--- config.mk ---
export PLATFORM = sky130hd
export DESIGN_NAME = flash_word_fetch
export DESIGN_NICKNAME = d
export VERILOG_FILES = /design/src/rtl/flash_word_fetch.sv
export SDC_FILE = /design/constraint.sdc
export NUM_CORES = 1
export LEC_CHECK = 0
export BUFFER_PORTS_ARGS = -buffer_cell sky130_fd_sc_hd__buf_4
export CAP_MARGIN = 15
export CORE_ASPECT_RATIO = 1.4
export CORE_MARGIN = 2
export CORE_UTILIZATION = 55
export CTS_BUF_LIST = sky130_fd_sc_hd__clkbuf_4
export DETAILED_ROUTE_END_ITERATION = 16
export GPL_ROUTABILITY_DRIVEN = 0
export GPL_TIMING_DRIVEN = 0
export PLACE_DENSITY = 0.78
export SLEW_MARGIN = 20
export SYNTH_ARGS = -nofsm -noshare
export SYNTH_HDL_FRONTEND = slang
export SYNTH_SLANG_ARGS = --single-unit
--- constraint.sdc ---
create_clock -name clock -period 3 [get_ports clock]
set_input_delay 0.3 -clock clock [delete_from_list [all_inputs] [get_ports clock]]
set_output_delay 0.3 -clock clock [all_outputs]
set_load 0.1 [all_outputs]
--- src/rtl/flash_word_fetch.sv ---
// -----------------------------------------------------------------------------
// flash_word_fetch
//   SPI (mode 0) flash read controller. Each accepted request issues a standard
//   READ (0x03) command with a 24-bit byte address, then clocks in one 32-bit
//   word and returns it on a single-cycle response pulse. It sits upstream of
//   instruction_memory, which supplies byte addresses and consumes words.
//
// Parameters
//   CLK_DIV         SCK half-period in clock cycles (>=1)
//   POWERUP_CYCLES  cycles to wait after reset before the first request (>=1)
//   LITTLE_ENDIAN   1: first byte read -> rsp_data[7:0]; 0: -> rsp_data[31:24]
//
// Ports
//   clock      in   system clock, everything on posedge
//   reset      in   synchronous, active-high
//   req_valid  in   read request present
//   req_addr   in   [23:0] flash byte address, sampled only on accept
//   req_ready  out  controller idle; decoded from state, high only in IDLE
//   rsp_valid  out  one-cycle pulse, rsp_data valid
//   rsp_data   out  [31:0] fetched word, held until the next rsp_valid
//   flashClk   out  SPI SCK, idle low
//   flashCs    out  SPI chip select, active low
//   flashMosi  out  SPI data to flash
//   flashMiso  in   SPI data from flash
// -----------------------------------------------------------------------------
module flash_word_fetch #(
    parameter int unsigned CLK_DIV        = 1,
    parameter int unsigned POWERUP_CYCLES = 5400,
    parameter int unsigned LITTLE_ENDIAN  = 1
) (
    input  logic        clock,
    input  logic        reset,
    input  logic        req_valid,
    input  logic [23:0] req_addr,
    output logic        req_ready,
    output logic        rsp_valid,
    output logic [31:0] rsp_data,
    output logic        flashClk,
    output logic        flashCs,
    output logic        flashMosi,
    input  logic        flashMiso
);

    localparam int unsigned DIV_W = (CLK_DIV > 1) ? $clog2(CLK_DIV) : 1;
    localparam int unsigned PWR_W = (POWERUP_CYCLES > 1) ? $clog2(POWERUP_CYCLES) : 1;

    localparam logic [DIV_W-1:0] DIV_LAST = DIV_W'(CLK_DIV - 1);
    localparam logic [PWR_W-1:0] PWR_LAST = PWR_W'(POWERUP_CYCLES - 1);
    localparam logic [7:0]       CMD_READ = 8'h03;
    localparam logic [5:0]       LAST_BIT = 6'd63;
    localparam logic [5:0]       LAST_TX  = 6'd31;

    typedef enum logic [1:0] {
        S_POWERUP = 2'd0,
        S_IDLE    = 2'd1,
        S_SHIFT   = 2'd2,
        S_DONE    = 2'd3
    } state_t;

    state_t             r_state;
    logic [PWR_W-1:0]   r_pwr_cnt;
    logic [DIV_W-1:0]   r_div_cnt;
    logic [5:0]         r_bit_cnt;
    // Holds {cmd, addr} while transmitting, then collects the 32 data bits
    logic [31:0]        r_shift;

    logic               w_div_end;
    logic [31:0]        w_word;

    assign req_ready = (r_state == S_IDLE);
    assign w_div_end = (r_div_cnt == DIV_LAST);

    // Flash returns bytes in address order; the first byte lands in r_shift[31:24]
    assign w_word = (LITTLE_ENDIAN != 0)
                  ? {r_shift[7:0], r_shift[15:8], r_shift[23:16], r_shift[31:24]}
                  : r_shift;

    // Controller: power-up wait, request accept, 64-bit SPI transfer, response
    always_ff @(posedge clock) begin
        if (reset) begin
            r_state   <= S_POWERUP;
            r_pwr_cnt <= '0;
            r_div_cnt <= '0;
            r_bit_cnt <= '0;
            r_shift   <= '0;
            rsp_valid <= 1'b0;
            rsp_data  <= '0;
            flashClk  <= 1'b0;
            flashCs   <= 1'b1;
            flashMosi <= 1'b0;
        end else begin
            rsp_valid <= 1'b0;
            case (r_state)
                S_POWERUP: begin
                    if (r_pwr_cnt == PWR_LAST) begin
                        r_pwr_cnt <= '0;
                        r_state   <= S_IDLE;
                    end else begin
                        r_pwr_cnt <= r_pwr_cnt + PWR_W'(1);
                    end
                end

                S_IDLE: begin
                    if (req_valid && req_ready) begin
                        r_shift   <= {CMD_READ, req_addr};
                        flashCs   <= 1'b0;
                        flashClk  <= 1'b0;
                        // Bit 0 is presented with the CS fall
                        flashMosi <= CMD_READ[7];
                        r_bit_cnt <= '0;
                        r_div_cnt <= '0;
                        r_state   <= S_SHIFT;
                    end
                end

                S_SHIFT: begin
                    if (!w_div_end) begin
                        r_div_cnt <= r_div_cnt + DIV_W'(1);
                    end else begin
                        r_div_cnt <= '0;
                        if (!flashClk) begin
                            // Rising SCK: flash data is stable, capture it in the data half
                            flashClk <= 1'b1;
                            if (r_bit_cnt[5]) begin
                                r_shift <= {r_shift[30:0], flashMiso};
                            end
                        end else begin
                            // Falling SCK: end of bit; advance MOSI or finish
                            flashClk <= 1'b0;
                            if (r_bit_cnt == LAST_BIT) begin
                                flashCs   <= 1'b1;
                                flashMosi <= 1'b0;
                                rsp_valid <= 1'b1;
                                rsp_data  <= w_word;
                                r_state   <= S_DONE;
                            end else begin
                                r_bit_cnt <= r_bit_cnt + 6'd1;
                                if (r_bit_cnt < LAST_TX) begin
                                    r_shift   <= {r_shift[30:0], 1'b0};
                                    flashMosi <= r_shift[30];
                                end else begin
                                    // Data half: MOSI parked low, register left for capture
                                    flashMosi <= 1'b0;
                                end
                            end
                        end
                    end
                end

                // One cycle with CS high before the next request can be taken
                S_DONE: begin
                    r_state <= S_IDLE;
                end

                default: begin
                    r_state <= S_POWERUP;
                end
            endcase
        end
    end

endmodule

# Word-level counts from Yosys, hierarchy flattened
# Cells that the tools add are included.
[classes]
eq_ne = 14
magnitude_cmp = 1
n_bitwise = 3
n_mux = 35
reduce_logical = 12
add_sub_neg = 3
[ops]
columns = ["operator", "n"]
rows = [
  ["two-way mux 32 bit", 6],
  ["one-hot mux 32 bit (2 select lines)", 1],
  ["two-way mux 6 bit", 4],
  ["AND reduction 5 bit", 3],
  ["adder 13 x 1 -> 13 bit, second input constant", 1],
  ["equality test 13 bit, second input constant", 1],
  ["two-way mux 13 bit", 1],
  ["two-way mux 1 bit", 12],
  ["one-hot mux 6 bit (2 select lines)", 1],
  ["two-way mux 2 bit", 5],
  ["inequality test 2 bit, second input constant", 5],
  ["inequality test 3 bit, second input constant", 3],
  ["one-hot mux 1 bit (2 select lines)", 4],
  ["one-hot mux 2 bit (4 select lines)", 1],
  ["AND reduction 4 bit", 2],
  ["adder 6 x 1 -> 6 bit, second input constant", 1],
  ["equality test 6 bit, second input constant", 1],
  ["< comparator 6 x 5 -> 1 bit, second input constant", 1],
  ["AND reduction 6 bit", 1],
  ["equality test 2 bit, second input constant", 2],
  ["OR reduction 4 bit", 1],
  ["NOT 1 bit", 3],
  ["AND reduction 3 bit", 1],
  ["equality test 2 x 1 -> 1 bit, second input constant", 1],
  ["other kinds (6)", 6],
]
[totals]
word_cells = 78
output_inout_bits = 37
regBits = 90
input_bits = 28

# Logic depth before layout (Yosys ltp)
# Gate-level depths: netlist of the first run.
[depth]
ltp_word = 6
depth_mapped = 9
mapped_depth_nobuf = 7

# Worst setup path before layout of the first run
# Ideal clock, no wire load.
[synth_path]
kind = "register to register"
from = "register r_state[1]"
to = "register r_shift[10]"
path_slack_ps = 519
synth_period_minus_slack_ps = 2481
path_stages_with_launch = 8
setup_ps = 138
arrival_ps = 2343
path_cell_list = "dfxtp_1 -> inv_1 -> ha_1 -> o21ai_0 -> a21oi_1 -> buf_2 -> clkbuf_1 -> a211oi_1"
[synth_between]
elab_chain_len = 4
[synth_lines]
columns = ["element", "line_no", "source"]
rows = [
  ["start: declaration", "60", "state_t r_state;"],
  ["start signal: assignment", "81", "r_state <= S_POWERUP;"],
  ["start signal: assignment", "97", "r_state <= S_IDLE;"],
  ["start signal: assignment", "112", "r_state <= S_SHIFT;"],
  ["equality test 2 x 1 -> 1 bit *", "70", "assign req_ready = (r_state == S_IDLE);"],
  ["named net req_ready", "35", "output logic req_ready,"],
  ["logical AND 1 bit", "104", "if (req_valid && req_ready) begin"],
  ["inequality test 2 x 1 -> 1 bit (no source line)", "--", ""],
  ["AND reduction 6 bit (no source line)", "--", ""],
  ["end signal: assignment", "105", "r_shift <= {CMD_READ, req_addr};"],
  ["end signal: assignment", "125", "r_shift <= {r_shift[30:0], flashMiso};"],
  ["end signal: assignment", "139", "r_shift <= {r_shift[30:0], 1'b0};"],
  ["end: declaration", "65", "logic [31:0] r_shift;"],
]
# Mark *: on every way through the listed nets, which the timed path passes. The rest lies on a longest branch.
# A chain may end at the register's enable or synchronous reset.

# Worst setup path in the final report of the first run
[layout_path]
from = "register r_state[0]"
to = "register r_shift[4]"
[layout_between]
elab_chain_len = 4
[layout_lines]
columns = ["element", "line_no"]
rows = [
  ["equality test 2 x 1 -> 1 bit", "70, 93"],
  ["logical AND 1 bit", "104"],
  ["inequality test 2 x 1 -> 1 bit (no source line)", "--"],
  ["AND reduction 6 bit (no source line)", "--"],
]
# Several ways; a longest one is shown, not always the timed one.

==> flow_summary.json, run 1 <==
{
  "core.rowCount": 35,
  "grt_pass1_wl_um": 14800,
  "place_hpwl_um": 6770,
  "postRouteAntennaNets": 0,
  "worstSetupStartpointType": "flop",
  "clkLatencyLatePin_ps": 440,
  "final_hold_viol_count": 0,
  "ys.flop_type": "dfxtp_1",
  "synth-xor-area-share_pct": 0.917,
  "viasPerCell": 5.57,
  "synth_top_cell_area_share_pct": 46.6,
  "finClkSkew_ps": 22.6,
  "critPathKind": "reg -> reg",
  "slew_violations": 0,
  "cts_made_buffers": 9,
  "cts_resized": 0,
  "multi_input_area_um2": 1870,
  "initial_core_util_pct": 57.4,
  "nFillCells": 570,
  "yosys_register_bits": 89,
  "grt-ovfl-total": 0,
  "rsz0062_at_grt": "false",
  "ctsHoldBuffers": 0,
  "synth_cell_types": 41,
  "drt-initial-drc-count": 109,
  "crit_arrival_ps": 2990,
  "setup_violations": 0,
  "cts-root-buf": "clkbuf_4",
  "pre_cts_ws_ps": 335,
  "clkTransAtPathRegs_ps": 140,
  "synth_area_um2": 3820,
  "placedInstanceArea_um2": 4410,
  "synth_compound_area_share_pct": 16.6,
  "synthTopCellsByArea": "dfxtp_1 47%, mux2i_1 8.1%, nand2_1 7.6%, a21oi_1 6.2%, a211oi_1 4.9%",
  "synth_edf_count": 0,
  "crit_fanout": 10,
  "fmax_mhz": 372,
  "yosys.area_share.simple_pct": 21.4,
  "max_slew_margin_pct": 41.8,
  "die_w_um": 74.4,
  "final_area_um2": 4570,
  "timing.final.ws_setup_ps": 309,
  "cts_tree": "yes",
  "critPathRequiredTime_ps": 3300,
  "firstDrtPassIters": 4,
  "syn_nets": 486,
  "worstSetupEndpointType": "flop",
  "powerDensity_nw_per_um2": 440,
  "io_buffers": 63,
  "syn_avg_cell_area_um2": 8.45,
  "drv_cap": 0,
  "grt_pass1_vias": 3327,
  "vias": 3469,
  "finalCriticalPeriod_ps": 2690,
  "antenna_found_initial": 0,
  "min_period_over_period_pct": 89.7,
  "async_reset_ff_share_pct": 0,
  "antenna_cells": 0,
  "synth_mux_area_share_pct": 8.12,
  "nets": 560,
  "ir_drop_v": 0.000295,
  "ios": 65,
  "synth_top_area_cell": "dfxtp_1",
  "clock-sinks": 89,
  "status": "finished clean",
  "synth.most_common_cell": "dfxtp_1",
  "syn2layout_area_growth_pct": 19.6,
  "dieHeight_um": 103,
  "grt_usage_pct": 25.1,
  "holdWs_ps": 193,
  "synth_top_family_by_area": "simple AND/OR/NAND/NOR gates",
  "core_area_um2": 6660,
  "cts_max_level": 3,
  "netlist_instances": 452,
  "post-cts-setup-buffer-count": 0,
  "die_area_um2": 7640,
  "seq_area_frac_synth_pct": 46.6,
  "routedWlPerCell_um": 14.6,
  "worst_hold_path_type": "in -> reg",
  "synth_common_cells": "89 x dfxtp_1, 77 x nand2_1, 50 x nor2_1, 47 x a21oi_1, 31 x mux2i_1",
  "routed_wl_um": 9070,
  "clockBufferDepth": 2,
  "tightest_slew_ps": 865,
  "seqCellArea_um2": 1780,
  "drive_above_1_share_pct": 16.6,
  "drc": 0,
  "cellLeakagePower_nw": 1.56,
  "grt_max_degree": 16,
  "synthAdderAreaFrac_pct": 1.97,
  "ys_warn_count": 0,
  "tns_ps": 0
}
[power breakdown]
group	total, mW	internal, mW	switching, mW
sequential	1.19	1.19	0.00509
clock	0.750	0.338	0.411
combinational	0.0719	0.0353	0.0366
[registers in the layout, indices dropped and copies added (netlist names)]
signal,cells
r_shift,32
flashMosi,1
r_bit_cnt,6
rsp_valid,1
flashClk,1
r_state,2
rsp_data,32
flashCs,1
r_pwr_cnt,13
[per-layer routing]
metal	global-route usage, %	vias to the layer above	part of all wire (%)
met5	0	-	0
met4	10.7	0	1.7
met3	3.91	12	4.4
met2	45.5	91	53
met1	28.8	1645	41
li1	-	1721	-
[worst paths after layout]
| path | start | endpoint | slack (ps) | cells past startpoint |
|---|---|---|---|---|
| max | r_state[0] | r_shift[4] | 310 | 8 |
| min | req_addr[7] | r_shift[7] | 190 | 3 |
| max reg2reg | r_state[0] | r_shift[4] | 310 | 8 |
| min reg2reg | rsp_data[5] | rsp_data[5] | 460 | 2 |
[cell type report]
class	count	share of cell area, %
multi-input cells	322	41.0
clock buffers	9	1.48
flip-flops and latches	89	39.0
well taps	92	2.52
inverters	8	0.657
repair buffers	63	10.4
plain buffers	33	2.98
clock inverters	7	2.05
[stage by stage]
| stage | power [mW] | utilization, % | std cells |
|---|---|---|---|
| floorplan | 1.25 | - | 452 |
| global placement | 1.29 | 66.2 | 607 |
| detailed placement | 1.29 | 66.2 | 607 |
| CTS | 2.02 | 68.6 | 623 |
| global route | 2.08 | 68.6 | 623 |
| finish | 2.01 | 68.6 | 623 |
[cells in the final DEF, fill, tap and decap left out, types with 2 or more instances in the layout]
cell	n
nand4b_1	2
nand2_1	77
a22oi_1	4
nand2b_1	6
inv_1	8
nand3b_1	4
clkbuf_4	9
and3_1	2
ha_1	6
dfxtp_1	89
a311oi_1	3
a211oi_1	25
a21oi_1	47
buf_4	63
xor2_1	2
xnor2_1	2
and2_1	6
bufinv_16	2
nor4_1	4
nand4_1	5
clkbuf_1	27
nor3_1	7
or3_1	2
buf_2	4
nor2_1	50
nand3_1	11
a31oi_1	2
mux2i_1	31
o21ai_0	11
[cells by family after synthesis]
family	after synthesis
xor gates and xnor gates	4
adders and majority gates	6
and+or+nand+nor	181
muxes	31
buffers and inverters	41
DFF	89
AOI/OAI and AO/OA	100
[worst max-delay path, stage by stage, from the launching register on]
cell and delay (ps):
dfxtp_1 360, inv_1 90, ha_1 160, clkbuf_1 440
o21ai_0 220, a21oi_1 380, buf_2 360, clkbuf_1 410
a211oi_1 150
Power figures use the tool's default switching activity.
==> run 2: changes to the inputs <==
--- a/config.mk
+++ b/config.mk
@@ -13,7 +13,6 @@
 export CTS_BUF_LIST = sky130_fd_sc_hd__clkbuf_4
 export DETAILED_ROUTE_END_ITERATION = 16
 export GPL_ROUTABILITY_DRIVEN = 0
-export GPL_TIMING_DRIVEN = 0
 export PLACE_DENSITY = 0.78
 export SLEW_MARGIN = 20
 export SYNTH_ARGS = -nofsm -noshare
==> constraint.sdc (replaced) <==
create_clock -name clock -period 3 [get_ports clock]
set_input_delay 0.15 -clock clock [delete_from_list [all_inputs] [get_ports clock]]
set_output_delay 0.15 -clock clock [all_outputs]
set_load 0.1 [all_outputs]
==> run 2 against run 1 <==
Effect of this change:
- core utilization decreased by 1.5 points
- flip-flop and latch count did not move
- non-clock buffer count decreased by 28
- global-route usage down 2.3 points
- first-iteration DRC count grew 41%
- combinational power fell by 7.1%
- highest routed layer unchanged
- hold slack got worse by 150 ps
- sequential share of layout area grew 0.88 points
- worst setup slack gained 420 ps
- maximum frequency rose by 19%
- wire length shrank 8.6%
- largest cell class unchanged
==> flow_summary.json, run 2 (synthesis results as in run 1) <==
{
  "max_slew_margin_pct": 35.5,
  "ios": 65,
  "status": "finished clean",
  "crit_fanout": 6,
  "finalCriticalPeriod_ps": 2270,
  "worstSetupStartpointType": "flop",
  "holdWs_ps": 42.3,
  "clock-sinks": 89,
  "r2r_cells": 6,
  "dp_cells": 579,
  "viasPerCell": 5.54,
  "nFillCells": 588,
  "clkLatencyLatePin_ps": 440,
  "worst_hold_path_type": "in -> reg",
  "routedWlPerCell_um": 13.9,
  "vias": 3295,
  "core_area_um2": 6660,
  "grt_pass1_wl_um": 13700,
  "setup_violations": 0,
  "ir_drop_v": 0.000331,
  "min_period_over_period_pct": 75.6,
  "io_buffers": 64,
  "cts-root-buf": "clkbuf_4",
  "tightest_slew_ps": 958,
  "clockBufferDepth": 2,
  "ctsHoldBuffers": 0,
  "firstDrtPassIters": 4,
  "grt_pass1_vias": 3070,
  "place_hpwl_um": 5490,
  "slew_violations": 0,
  "routed_wl_um": 8290,
  "post-cts-setup-buffer-count": 0,
  "core.rowCount": 35,
  "clkTransAtPathRegs_ps": 150,
  "cts_tree": "yes",
  "postRouteAntennaNets": 0,
  "final_hold_viol_count": 0,
  "cts_max_level": 3,
  "syn2layout_area_growth_pct": 17.0,
  "initial_core_util_pct": 57.4,
  "top_regs": "r_shift x32, rsp_data x32, r_pwr_cnt x13",
  "antenna_cells": 0,
  "rsz0062_at_grt": "false",
  "tns_ps": 0,
  "drive_above_1_share_pct": 17.9,
  "drc": 0,
  "finClkSkew_ps": 22.2,
  "die_w_um": 74.4,
  "grt-ovfl-total": 0,
  "powerDensity_nw_per_um2": 435,
  "critPathRequiredTime_ps": 3280,
  "drt-initial-drc-count": 154,
  "whs_path_depth": 3,
  "antenna_found_initial": 0,
  "final_common_cell": "dfxtp_1",
  "grt_usage_pct": 22.8,
  "finalNonFillerCells": 595,
  "fmax_mhz": 441,
  "mostFrequentLayoutCells": "89 x dfxtp_1, 77 x nand2_1, 68 x buf_4",
  "worstSetupEndpointType": "flop",
  "crit_arrival_ps": 2550,
  "nets": 532,
  "critPathKind": "reg -> reg",
  "cellLeakagePower_nw": 1.51,
  "cts_resized": 0,
  "cts_made_buffers": 9,
  "drv_cap": 0,
  "grt_max_degree": 90,
  "die_area_um2": 7640,
  "dieHeight_um": 103
}
==> run 2: changes by cell type in the layout (fill, tap and decap cells not counted), sizes merged <==
cell,previous run,this run
clkinv,3,4
inv,9,10
clkinvlp,1,0
bufinv,2,1
buf,69,68
clkbuf,36,9
==> run 2: report_power, final <==
group	switching [mW]	leakage (nW)	internal, mW	total (mW)
combinational	0.0333	0.718	0.0335	0.0668
clock	0.424	0.0785	0.262	0.686
sequential	0.00528	0.717	1.19	1.19
==> run 2: area by class of cell <==
class | instances | area, um2 | area share (%)
Clock inverter | 7 | 77.6 | 1.74
Sequential cell | 89 | 1780 | 39.9
Inverter | 8 | 30.0 | 0.672
Multi-Input combinational cell | 322 | 1890 | 42.2
Timing Repair Buffer | 68 | 510 | 11.4
Tap cell | 92 | 115 | 2.58
Clock buffer | 9 | 67.6 | 1.51
==> run 2: routing by layer <==
metal	track usage [%]	part of all wire [%]	vias up
li1	-	-	1666
met1	28.0	43	1545
met2	39.4	51	71
met3	4.59	3.5	13
met4	7.97	1.6	0
met5	0	0	-
==> run 2: critical path: stages (launching register included) <==
cell and delay [ps]:
dfxtp_1 450, ha_1 260, nand4b_1 170, nor4_1 860, o21ai_0 220, nand2_1 110, a21oi_1 60
==> run 2: final timing paths <==
path | startpoint | to | slack, ps
setup / recovery | r_pwr_cnt[0] | r_pwr_cnt[9] | 730
setup reg to reg | r_pwr_cnt[0] | r_pwr_cnt[9] | 730
hold / removal | req_addr[4] | r_shift[4] | 40
hold reg to reg | r_shift[22] | rsp_data[14] | 460
==> run 2: per-stage QoR <==
step	cell area [um2]	setup slack, ps	power [mW]	utilization (%)
global placement	4320	912	1.28	64.9
global route	4470	562	2.01	67.1
CTS	4470	742	1.97	67.1
detailed placement	4320	781	1.28	64.9
floorplan	3820	519	1.25	-
finish	4470	732	1.94	67.1
==> run 3: changes to the inputs <==
--- a/config.mk
+++ b/config.mk
@@ -9,7 +9,7 @@
 export CAP_MARGIN = 15
 export CORE_ASPECT_RATIO = 1.4
 export CORE_MARGIN = 2
-export CORE_UTILIZATION = 55
+export CORE_UTILIZATION = 52
 export CTS_BUF_LIST = sky130_fd_sc_hd__clkbuf_4
 export DETAILED_ROUTE_END_ITERATION = 16
 export GPL_ROUTABILITY_DRIVEN = 0
==> constraint.sdc (replaced) <==
create_clock -name clock -period 1.99 [get_ports clock]
set_input_delay 0.0995 -clock clock [delete_from_list [all_inputs] [get_ports clock]]
set_output_delay 0.0995 -clock clock [all_outputs]
set_load 0.1 [all_outputs]
==> run 3 against run 2 <==
Effect of this change:
- the flow now finishes with violations (setup timing)
- worst setup slack lost 750 ps
- hold slack lost 25 ps
- clock skew grew 1.9 ps
- via count grew 3.9%
- final area grew 8.5%
- critical path type unchanged
==> flow_summary.json, run 3 (synthesis results as in run 1) <==
{
  "status": "complete, but fails checks",
  "violations": "setup timing",
  "grt_pass1_wl_um": 14500,
  "cp_slowest_cell": "or4_4",
  "power_mw": 2.84,
  "min_period_over_period_pct": 101,
  "worstPathCellList": "or3_4 > or4_4 > a221oi_4 > mux2i_1 > nor2_1",
  "drv_cap": 0,
  "crit_arrival_ps": 2320,
  "rrSetupSlack_ps": -20,
  "top_usage_layer": "met2",
  "cts_max_level": 3,
  "drc": 0,
  "initial_core_util_pct": 52.9,
  "antenna_cells": 0,
  "critPathRequiredTime_ps": 2300,
  "setup_violations": 2,
  "powerDensity_nw_per_um2": 586,
  "dieHeight_um": 105,
  "met2_usage_pct": 40.0,
  "grt_usage_pct": 21.9,
  "worst_hold_path_type": "in -> reg",
  "timing.final.ws_setup_ps": -19.4,
  "syn2layout_area_growth_pct": 26.9,
  "hp-start": "req_addr[7]",
  "vias": 3424,
  "grt.met3_usage_pct": 3.25,
  "die_area_um2": 8060,
  "finalCriticalPeriod_ps": 2010,
  "die_w_um": 76.4,
  "clkLatencyLatePin_ps": 440,
  "routed_wl_um": 8750,
  "tightest_slew_ps": 409,
  "antenna_found_initial": 0,
  "grt-ovfl-total": 0,
  "rr_endpoint": "r_state[1]",
  "clockBufferDepth": 2,
  "tns_ps": -30.5,
  "fin_util_pct": 67.1,
  "ios": 65,
  "place_hpwl_um": 5860,
  "clkTransAtPathRegs_ps": 150,
  "clock-sinks": 89,
  "holdPathEnd": "r_shift[7]",
  "grt_pass1_vias": 3271,
  "r2r_cells": 5,
  "grt_util_met1_pct": 25.2,
  "drt-initial-drc-count": 140,
  "pre_cts_ws_ps": 3.02,
  "worstSetupEndpointType": "flop",
  "fmax_mhz": 498,
  "nets": 569,
  "placedInstanceArea_um2": 4540,
  "cpPeakStageDelay_ps": 570,
  "io_buffers": 64,
  "cts_made_buffers": 9,
  "final_hold_viol_count": 0,
  "grt_max_degree": 56,
  "postRouteAntennaNets": 0,
  "routedWlPerCell_um": 13.8,
  "finClkSkew_ps": 24.1,
  "firstDrtPassIters": 4,
  "rsz0062_at_grt": "true",
  "core.rowCount": 37,
  "mostFrequentLayoutCells": "86 x dfxtp_1, 83 x buf_4, 77 x nand2_1",
  "cts-root-buf": "clkbuf_4",
  "critPathKind": "reg -> reg",
  "whs_path_depth": 3,
  "slew_violations": 0,
  "crit_fanout": 3,
  "cellLeakagePower_nw": 1.68,
  "max_slew_margin_pct": 72.5,
  "ir_drop_v": 0.000469,
  "cts_tree": "yes",
  "final_common_cell": "dfxtp_1",
  "timing.rr.start": "r_pwr_cnt[5]",
  "worstSetupStartpointType": "flop",
  "core_area_um2": 7220,
  "final_area_um2": 4850,
  "drive_above_1_share_pct": 21.7,
  "viasPerCell": 5.38,
  "top_regs": "r_shift x32, rsp_data x32, r_pwr_cnt x13"
}
[run 3: power breakdown]
group	switching (mW)	leakage (nW)	internal, mW
sequential	0.00280	0.718	1.79
clock	0.639	0.0570	0.267
combinational	0.0607	0.907	0.0832
[run 3: critical path: cells and delay by family (launching register included)]
kind | cells | cell delay [ps]
flip-flops | 1 | 350
multiplexers | 1 | 220
AND/OR/NAND/NOR | 3 | 1010
AO/OA/AOI/OAI | 1 | 320
[run 3: worst max-delay path by stage]
stage / startpoint / to / slack [ps] / depth (start not counted)
after floorplan: r_state[0] / r_shift[10] / -50 / 8
after global placement: r_pwr_cnt[0] / r_state[1] / 80 / 6
after detailed placement: r_bit_cnt[1] / r_bit_cnt[5] / 3 / 6
after CTS: r_pwr_cnt[0] / r_state[1] / 7 / 6
after global routing: r_pwr_cnt[5] / r_state[1] / -100 / 5
final: r_pwr_cnt[5] / r_state[1] / -20 / 5
[run 3: final cells by class]
cell class / count / area, um2
repair buffers: 105 / 885
inverters: 8 / 30.0
flip-flops and latches: 89 / 1790
well taps: 97 / 121
multi-input cells: 322 / 1910
clock buffers: 9 / 67.6
clock inverters: 6 / 51.3
fillers: 612 / 2370
[run 3: through the flow]
| step | hold slack [ps] | instances |
|---|---|---|
| final | 17.3 | 636 |
| after global routing | 2.55 | 636 |
| after CTS | 0.512 | 635 |
| after detailed placement | 448 | 603 |
| after global placement | 446 | 603 |
| after floorplan | 334 | 452 |
[run 3: repair_timing]
action | in CTS | in global routing
hold buffers | 17 | 0
pin swaps | 0 | 2
gates resized for setup | 1 | 6
setup endpoints to repair | 1 | 17
buffers inserted | 0 | 1
hold endpoints to repair | 17 | 0
[run 3: metal layers]
layer	vias to the layer above	wire length [um]
li1	1738	-
met1	1612	3640
met2	63	4670
met3	11	293
met4	0	148
met5	-	0
